## src/rtl/usb_rx_sequencer.sv

```systemverilog
`default_nettype none
// ============================================================================
// Module   : usb_rx_sequencer
// Brief    : USB full-speed receive packet sequencer. Walks SYNC -> PID ->
//            body -> EOP, gates/re-arms the CRC5/CRC16 checkers, assembles
//            bytes LSB-first and reports PID, bytes and a per-packet verdict.
// Revision : 1.0 - initial release
// ============================================================================
module usb_rx_sequencer #(
    parameter int MAX_BYTES = 1026
) (
    input  logic       clk,
    input  logic       rst_n,
    input  logic       bit_stb,
    input  logic       bit_valid,
    input  logic       d,
    input  logic       sync,
    input  logic       se0,
    input  logic       usb_rst,
    input  logic       crc5_valid,
    input  logic       crc16_valid,
    output logic       crc_rst_n,
    output logic       crc_clken,
    output logic       rx_active,
    output logic [3:0] rx_pid,
    output logic       pid_valid,
    output logic [7:0] rx_data,
    output logic       data_stb,
    output logic       pkt_end,
    output logic       pkt_ok,
    output logic       pkt_err
);

    localparam int c_CNT_W = $clog2(MAX_BYTES + 1);

    // Packet kind is the low two PID bits, so these match the PID encoding.
    localparam logic [1:0] c_KIND_SPECIAL   = 2'b00;
    localparam logic [1:0] c_KIND_TOKEN     = 2'b01;
    localparam logic [1:0] c_KIND_HANDSHAKE = 2'b10;
    localparam logic [1:0] c_KIND_DATA      = 2'b11;

    typedef enum logic [2:0] {
        S_IDLE     = 3'd0,
        S_PID      = 3'd1,
        S_BODY     = 3'd2,
        S_ERR_WAIT = 3'd3,
        S_WAIT_J   = 3'd4
    } state_t;

    state_t             r_state,      w_state_nxt;
    logic [2:0]         r_bit_cnt,    w_bit_cnt_nxt;
    logic [c_CNT_W-1:0] r_byte_cnt,   w_byte_cnt_nxt;
    logic [7:0]         r_sr,         w_sr_nxt;
    logic [1:0]         r_kind,       w_kind_nxt;
    logic               r_crc_ok,     w_crc_ok_nxt;
    logic               r_crc_rst_n,  w_crc_rst_n_nxt;
    logic [3:0]         r_rx_pid,     w_rx_pid_nxt;
    logic               r_pid_valid,  w_pid_valid_nxt;
    logic [7:0]         r_rx_data,    w_rx_data_nxt;
    logic               r_data_stb,   w_data_stb_nxt;
    logic               r_pkt_end,    w_pkt_end_nxt;
    logic               r_pkt_ok,     w_pkt_ok_nxt;
    logic               r_pkt_err,    w_pkt_err_nxt;

    logic               w_data_bit;
    logic               w_eop;
    logic [7:0]         w_shifted;
    logic [c_CNT_W-1:0] w_max_bytes;
    logic               w_len_ok;
    logic               w_crc_sel;
    logic               w_pid_good;

    assign w_data_bit = bit_stb && bit_valid;
    assign w_eop      = bit_stb && se0;
    assign w_shifted  = {d, r_sr[7:1]};
    assign w_pid_good = (w_shifted[7:4] == ~w_shifted[3:0]);
    assign w_crc_sel  = (r_kind == c_KIND_TOKEN) ? crc5_valid : crc16_valid;

    // Per-kind byte limits and end-of-packet length acceptance.
    always_comb begin
        w_max_bytes = '0;
        w_len_ok    = 1'b0;
        case (r_kind)
            c_KIND_TOKEN: begin
                w_max_bytes = c_CNT_W'(2);
                w_len_ok    = (r_byte_cnt == c_CNT_W'(2));
            end
            c_KIND_DATA: begin
                w_max_bytes = c_CNT_W'(MAX_BYTES);
                w_len_ok    = (r_byte_cnt >= c_CNT_W'(2));
            end
            c_KIND_HANDSHAKE: begin
                w_max_bytes = '0;
                w_len_ok    = (r_byte_cnt == '0);
            end
            default: begin
                w_max_bytes = '0;
                w_len_ok    = 1'b0;
            end
        endcase
    end

    // Next-state and next-output logic; bus reset overrides everything but
    // the held verdict.
    always_comb begin
        w_state_nxt     = r_state;
        w_bit_cnt_nxt   = r_bit_cnt;
        w_byte_cnt_nxt  = r_byte_cnt;
        w_sr_nxt        = r_sr;
        w_kind_nxt      = r_kind;
        w_crc_ok_nxt    = r_crc_ok;
        w_rx_pid_nxt    = r_rx_pid;
        w_pid_valid_nxt = 1'b0;
        w_rx_data_nxt   = r_rx_data;
        w_data_stb_nxt  = 1'b0;
        w_pkt_end_nxt   = 1'b0;
        w_pkt_ok_nxt    = r_pkt_ok;
        w_pkt_err_nxt   = r_pkt_err;

        case (r_state)
            S_IDLE: begin
                if (bit_stb && sync && !se0) begin
                    w_state_nxt    = S_PID;
                    w_bit_cnt_nxt  = '0;
                    w_byte_cnt_nxt = '0;
                end
            end
            S_PID: begin
                if (w_eop) begin
                    w_pkt_end_nxt = 1'b1;
                    w_pkt_ok_nxt  = 1'b0;
                    w_pkt_err_nxt = 1'b1;
                    w_state_nxt   = S_WAIT_J;
                end else if (w_data_bit) begin
                    w_sr_nxt      = w_shifted;
                    w_bit_cnt_nxt = r_bit_cnt + 3'd1;
                    if (r_bit_cnt == 3'd7) begin
                        if (w_pid_good) begin
                            w_pid_valid_nxt = 1'b1;
                            w_rx_pid_nxt    = w_shifted[3:0];
                            w_kind_nxt      = w_shifted[1:0];
                            w_byte_cnt_nxt  = '0;
                            w_state_nxt     = (w_shifted[1:0] == c_KIND_SPECIAL)
                                              ? S_ERR_WAIT : S_BODY;
                        end else begin
                            w_state_nxt = S_ERR_WAIT;
                        end
                    end
                end
            end
            S_BODY: begin
                if (w_eop) begin
                    w_pkt_end_nxt = 1'b1;
                    w_pkt_ok_nxt  = (r_bit_cnt == 3'd0) && w_len_ok &&
                                    ((r_kind == c_KIND_HANDSHAKE) || r_crc_ok);
                    w_pkt_err_nxt = !w_pkt_ok_nxt;
                    w_state_nxt   = S_WAIT_J;
                end else if (w_data_bit) begin
                    w_sr_nxt      = w_shifted;
                    w_bit_cnt_nxt = r_bit_cnt + 3'd1;
                    w_crc_ok_nxt  = w_crc_sel;
                    if (r_bit_cnt == 3'd7) begin
                        // A byte beyond the kind's limit aborts the packet,
                        // which also keeps the byte counter from wrapping.
                        if (r_byte_cnt >= w_max_bytes) begin
                            w_state_nxt = S_ERR_WAIT;
                        end else begin
                            w_data_stb_nxt = 1'b1;
                            w_rx_data_nxt  = w_shifted;
                            w_byte_cnt_nxt = r_byte_cnt + c_CNT_W'(1);
                        end
                    end
                end
            end
            S_ERR_WAIT: begin
                if (w_eop) begin
                    w_pkt_end_nxt = 1'b1;
                    w_pkt_ok_nxt  = 1'b0;
                    w_pkt_err_nxt = 1'b1;
                    w_state_nxt   = S_WAIT_J;
                end
            end
            S_WAIT_J: begin
                if (bit_stb && !se0) begin
                    w_state_nxt = S_IDLE;
                end
            end
            default: begin
                w_state_nxt = S_IDLE;
            end
        endcase

        if (usb_rst) begin
            w_state_nxt     = S_IDLE;
            w_pid_valid_nxt = 1'b0;
            w_data_stb_nxt  = 1'b0;
            w_pkt_end_nxt   = 1'b0;
            w_pkt_ok_nxt    = r_pkt_ok;
            w_pkt_err_nxt   = r_pkt_err;
        end

        // Checkers run only while a packet is being received; held in preset
        // in IDLE and WAIT_J so they are clean before the next PID.
        w_crc_rst_n_nxt = (w_state_nxt == S_PID) || (w_state_nxt == S_BODY) ||
                          (w_state_nxt == S_ERR_WAIT);
    end

    // State and registered outputs.
    always_ff @(posedge clk or negedge rst_n) begin
        if (!rst_n) begin
            r_state     <= S_IDLE;
            r_bit_cnt   <= '0;
            r_byte_cnt  <= '0;
            r_sr        <= '0;
            r_kind      <= c_KIND_SPECIAL;
            r_crc_ok    <= 1'b0;
            r_crc_rst_n <= 1'b0;
            r_rx_pid    <= '0;
            r_pid_valid <= 1'b0;
            r_rx_data   <= '0;
            r_data_stb  <= 1'b0;
            r_pkt_end   <= 1'b0;
            r_pkt_ok    <= 1'b0;
            r_pkt_err   <= 1'b0;
        end else begin
            r_state     <= w_state_nxt;
            r_bit_cnt   <= w_bit_cnt_nxt;
            r_byte_cnt  <= w_byte_cnt_nxt;
            r_sr        <= w_sr_nxt;
            r_kind      <= w_kind_nxt;
            r_crc_ok    <= w_crc_ok_nxt;
            r_crc_rst_n <= w_crc_rst_n_nxt;
            r_rx_pid    <= w_rx_pid_nxt;
            r_pid_valid <= w_pid_valid_nxt;
            r_rx_data   <= w_rx_data_nxt;
            r_data_stb  <= w_data_stb_nxt;
            r_pkt_end   <= w_pkt_end_nxt;
            r_pkt_ok    <= w_pkt_ok_nxt;
            r_pkt_err   <= w_pkt_err_nxt;
        end
    end

    assign crc_rst_n = r_crc_rst_n;
    assign crc_clken = bit_stb && bit_valid && (r_state == S_BODY);
    assign rx_active = (r_state != S_IDLE);
    assign rx_pid    = r_rx_pid;
    assign pid_valid = r_pid_valid;
    assign rx_data   = r_rx_data;
    assign data_stb  = r_data_stb;
    assign pkt_end   = r_pkt_end;
    assign pkt_ok    = r_pkt_ok;
    assign pkt_err   = r_pkt_err;

endmodule
`default_nettype wire

```

## config.mk

```make
export PLATFORM = sky130hd
export DESIGN_NAME = usb_rx_sequencer
export DESIGN_NICKNAME = d
export VERILOG_FILES = /design/src/rtl/usb_rx_sequencer.sv
export SDC_FILE = /design/constraint.sdc
export NUM_CORES = 1
export LEC_CHECK = 0
export CAP_MARGIN = 0
export CORE_ASPECT_RATIO = 1.4
export CORE_UTILIZATION = 59
export DETAILED_ROUTE_END_ITERATION = 10
export GPL_ROUTABILITY_DRIVEN = 1
export HOLD_SLACK_MARGIN = 0.03
export PLACE_DENSITY = 0.9
export SYNTH_ARGS = -nofsm -noshare
export SYNTH_HDL_FRONTEND = slang
export SYNTH_SLANG_ARGS = --single-unit
```

## constraint.sdc

```tcl
create_clock -name clk -period 5 [get_ports clk]
set_input_delay 0.75 -clock clk [delete_from_list [all_inputs] [get_ports clk]]
set_output_delay 0.75 -clock clk [all_outputs]
set_load 0.03 [all_outputs]
```

==> qor.yml, run 1 <==
fin_skew_ns: 0.00376
critPathArrivalTime_ns: 2.13
cts_tree: "yes"
cts_hold_buf: 0
num_io_pins: 30
n_antenna_cell: 0
fmax_mhz: 348
seqPwrFrac_pct: 49.2
run_status: "completed"
wl_per_cell_um: 17.6
finalHoldViolCount: 0
dr_total_vias: 1686
synth_area_per_cell_sq_um: 11.2
grt_pass1_wl_um: 8110
grt_max_degree: 44
path_class: "input port to primary output"
final_common_cell: "dfrtp_1"
cpMaxStageDelayCell: "clkdlybuf4s50_1"
syn-num-nets: 221
tns_ns: 0
coreArea_sq_mm: 0.00368
fin_crit_sh_pct: 57.5
fin_util_pct: 74.4
die_w_um: 54.6
cts_resized: 0
drv_cap: 0
wirelength_um: 4860
cp-start-kind: "input port"
power_frac_comb_pct: 8.5
overflow: 0
hp-class: "flip-flop to flip-flop"
cp_cell_sequence: "clkdlybuf4s50_1 -> and3_1 -> clkdlybuf4s50_1"
ys_seq_area_share_pct: 47.1
max-vdd-ir-drop_uv: 226
ys_seq_elements: 43
synth_edf_count: 0
power.leakage_nw: 1.24
path_buf_inv: 2
syn_area_sq_mm: 0.00228
fin_nets: 252
crit_family: "buffers and inverters"
ys_types: 47
antenna_found_initial: 0
clock_latency_ns: 0.29
p_switching_uw: 158
layout_common_cells: "43 x dfrtp_1, 28 x clkdlybuf4s50_1, 16 x nor2_1"
maxSlewHeadroom_pct: 38.1
gp_congestion: 0.878
rows: 26
dp.cells: 269
via_per_inst: 6.09
cts.sinks: 43
yosysWarnings: 0
synthCells: 203
synthArstFlopShare_pct: 100
grt_use_total_pct: 27.9
grt_pass1_vias: 1720
dp_hpwl_um: 3420
crit_required_ns: 4.25
clkTransAtPathRegs_ns: 0.08
dr.pass1.iters: 4
die_h_um: 75.6
worst_pin_slew_ns: 0.929
die_area_sq_mm: 0.00413
rsz0062_at_grt: "no"
worst_path_most_repeated_cell: "clkdlybuf4s50_1"
cts_buffers: 5
cp-end-kind: "primary output"
power_density_mw_per_mm2: 271
cts_setup_buffers: 0
crit_fanout: 6
stdcell_count: 277
start_util_pct: 62.1
clkPwrFrac_pct: 42.2
intPower_uw: 583
drc: 0
ant_nets: 0
cp_slowest_stage_delay_ns: 0.66
drive_gt1_share_pct: 14.5
cts-root-buf: "clkbuf_8"
slew_viol_final: 0
area_growth_pct: 19.7
clock_path_buffers: 2
post-route-min-period_ns: 2.88
cts_max_level: 2
switching_share_pct: 21.4
port-buffer-count: 29
synth_ff_type: "dfrtp_1"
setup_viol: 0
drt-initial-drc-count: 42
Yosys cell counts, types with 2 or more instances:
cell,count,area share [%]
a21oi_1,4,0.88
mux2i_1,2,0.88
a211oi_2,7,3.8
nand3_1,8,1.8
o21ai_0,2,0.44
nor2_1,16,2.6
nand4_1,6,1.6
and2_1,2,0.55
mux2_1,11,5.4
nand2_1,10,1.6
clkbuf_1,4,0.66
nor4_1,3,0.82
mux2_2,8,3.9
o21ai_1,6,1.3
xnor2_1,11,4.2
inv_1,9,1.5
or3_1,2,0.55
nor3_1,2,0.44
nor2b_1,6,1.6
dfrtp_1,43,47
and3_1,6,1.6
or2_2,2,0.55
ha_1,8,4.4
o21a_1,2,0.66
cell families after synthesis:
logic type / Yosys count / share of synthesized area [%]
AND/OR/NAND/NOR: 73 / 18.9
XOR/XNOR: 12 / 4.60
flip-flops: 43 / 47.1
AO/OA/AOI/OAI: 32 / 12.4
buffers and inverters: 14 / 2.36
multiplexers: 21 / 10.2
adder cells (fa/ha/maj): 8 / 4.38
layer usage:
layer	global-route usage, %	part of all wire, %
met5	0	0
met4	13.7	2.7
met3	7.58	4.2
met2	48.7	53
met1	30.1	40
path summary, 6_finish.rpt:
path | from | endpoint | slack, ns | cells past startpoint
worst min register to register | rx_data[0]$_DFFE_PN0P_ | rx_data[0]$_DFFE_PN0P_ | 0.49 | 1
worst min-delay path | rx_data[0]$_DFFE_PN0P_ | rx_data[0]$_DFFE_PN0P_ | 0.49 | 1
max in group asynchronous | rst_n | r_crc_ok$_DFFE_PN0P_ | 3.83 | 1
worst max register to register | r_bit_cnt[0]$_DFFE_PN0P_ | r_byte_cnt[5]$_DFFE_PN0P_ | 2.46 | 8
worst max-delay path | bit_stb | crc_clken | 2.12 | 3
min in group asynchronous | rst_n | pkt_ok$_DFFE_PN0P_ | 0.60 | 1
worst register-to-register path: cells and delay by family, from the launching register on:
kind | cells | cell delay (ns)
compound gates | 3 | 0.56
fa+ha+maj | 2 | 0.42
flops | 1 | 0.40
simple gates | 3 | 1.07
power by group through the flow:
stage	sequential (mW)	combinational (mW)	clock, mW
after floorplan	0.379	0.0246	0
after global placement	0.371	0.0618	0
after detailed placement	0.372	0.0630	0
after CTS	0.365	0.0638	0.320
after global routing	0.366	0.0697	0.330
final	0.365	0.0632	0.313
flip-flops by register name, indices dropped and copies added, names as in the netlist:
register,cells
r_byte_cnt,11
rx_data,8
r_sr,7
r_bit_cnt,3
r_state,3
rx_pid,3
crc_rst_n,1
data_stb,1
pid_valid,1
pkt_end,1
pkt_err,1
pkt_ok,1
r_crc_ok,1
r_kind,1
per-stage QoR:
| stage | hold WS (ns) | cell area, sq um | worst slack (ns) | power, mW |
|---|---|---|---|---|
| floorplan | 0.454 | 2280 | 2.84 | 0.404 |
| global placement | 0.471 | 2600 | 2.14 | 0.433 |
| detailed placement | 0.478 | 2600 | 2.04 | 0.435 |
| CTS | 0.497 | 2730 | 2.12 | 0.749 |
| global route | 0.516 | 2730 | 2.09 | 0.766 |
| finish | 0.494 | 2730 | 2.12 | 0.741 |
area by class of cell:
cell class / count / area, sq um
multi-input cells: 146 / 1150
flip-flops and latches: 43 / 1080
fillers: 245 / 942
repair buffers: 29 / 285
clock buffers: 6 / 72.6
clock inverters: 2 / 60.1
well taps: 42 / 52.6
inverters: 9 / 33.8
No activity file was read; power rests on OpenSTA's default activity.
==> inputs of run 2 (changes only) <==
Settings changed: CORE_UTILIZATION 59 to 55, PLACE_DENSITY 0.9 to 0.85.
Clock period 5 ns to 2.93 ns, I/O delays scaled along.
==> qor.yml, run 2 (same netlist as run 1, synthesis figures left out) <==
clock_path_buffers: 2
largest_reg_flops: 11
power_density_mw_per_mm2: 405
fin_nets: 254
cp-end-kind: "primary output"
cts_tree: "yes"
drv_cap: 0
grt_max_degree: 44
fin_crit_sh_pct: 84.6
area_growth_pct: 18.4
post-route-min-period_ns: 2.48
place_area_sq_mm: 0.00262
crit_fanout: 8
finalInstanceArea_sq_mm: 0.00270
setup_viol: 0
max-vdd-ir-drop_uv: 411
grt_pass1_vias: 1686
power.leakage_nw: 1.23
worst_pin_slew_ns: 0.931
finalHoldViolCount: 0
cts_resized: 0
overflow: 0
layout_common_cells: "43 x dfrtp_1, 28 x clkdlybuf4s50_1, 16 x nor2_1"
wl_per_cell_um: 16.2
antenna_found_initial: 0
die_h_um: 78.2
drc: 0
clkTransAtPathRegs_ns: 0.08
crit_required_ns: 2.49
tns_ns: 0
fmax_mhz: 403
multi_input_area_sq_mm: 0.00115
maxSlewHeadroom_pct: 38.0
final_common_cell: "dfrtp_1"
die_w_um: 56.5
rows: 27
cts-root-buf: "clkbuf_8"
dp.cells: 272
port-buffer-count: 29
cts_setup_buffers: 0
path_class: "flip-flop to primary output"
via_per_inst: 6.11
dp_hpwl_um: 3400
dr_total_vias: 1711
wirelength_um: 4530
dr.pass1.iters: 4
hp-class: "input port to async pin"
cts.sinks: 43
cp-start-kind: "flip-flop"
gp_congestion: 0.862
ant_nets: 0
nFillCells: 305
slew_viol_final: 0
fin_skew_ns: 0.00575
regMostFlops: "r_byte_cnt"
coreArea_sq_mm: 0.00395
seqCellArea_sq_mm: 0.00108
drt-initial-drc-count: 30
cts_buffers: 5
rsz0062_at_grt: "no"
grt_pass1_wl_um: 7940
cts_hold_buf: 0
grt_use_total_pct: 23.4
clock_latency_ns: 0.30
stdcell_count: 280
num_io_pins: 30
critPathArrivalTime_ns: 2.04
die_area_sq_mm: 0.00442
start_util_pct: 57.8
cts_max_level: 2
run_status: "completed"
n_antenna_cell: 0
drive_gt1_share_pct: 15.2
-- run 2: final timing paths --
path / start / endpoint / slack [ns] / depth (start not counted)
max: r_state[1]$_DFF_PN0_ / crc_clken / 0.45 / 3
min: rst_n / crc_rst_n$_DFF_PN0_ / 0.28 / 1
max reg2reg: r_bit_cnt[0]$_DFFE_PN0P_ / r_byte_cnt[10]$_DFFE_PN0P_ / 0.59 / 8
min reg2reg: rx_data[3]$_DFFE_PN0P_ / rx_data[3]$_DFFE_PN0P_ / 0.49 / 1
max in group asynchronous: rst_n / r_byte_cnt[9]$_DFFE_PN0P_ / 2.07 / 1
min in group clk: rx_data[3]$_DFFE_PN0P_ / rx_data[3]$_DFFE_PN0P_ / 0.49 / 1
-- run 2: critical path: stages, from the launching register on --
cell and delay [ns]:
dfrtp_1 0.50, nor3b_2 0.38, and3_1 0.20, clkdlybuf4s50_1 0.66
-- run 2: cell type report --
type	instances	share of cell area, %
Timing Repair Buffer	31	11.1
Sequential cell	43	39.8
Clock buffer	6	2.69
Inverter	9	1.25
Multi-Input combinational cell	146	42.7
Tap cell	43	1.99
Clock inverter	2	0.463
-- run 2: metal layers --
metal | wire [um] | global-route usage [%]
met5 | 0 | 0
met4 | 133 | 12.0
met3 | 155 | 5.27
met2 | 2380 | 39.9
met1 | 1860 | 27.2
-- run 2: through the flow --
step | setup WS, ns | hold slack [ns] | total power, mW | util, %
floorplan | 0.781 | 0.144 | 0.689 | -
global placement | 0.377 | 0.471 | 0.741 | 66.2
detailed placement | 0.296 | 0.479 | 0.744 | 66.2
CTS | 0.452 | 0.312 | 1.11 | 68.4
global route | 0.356 | 0.363 | 1.14 | 68.4
finish | 0.451 | 0.282 | 1.09 | 68.4
-- run 2: power breakdown --
part	total (mW)	switching [mW]	internal, mW
logic	0.108	0.0619	0.0463
registers	0.622	0.0137	0.609
clock network	0.363	0.197	0.166
total	1.09	0.273	0.821
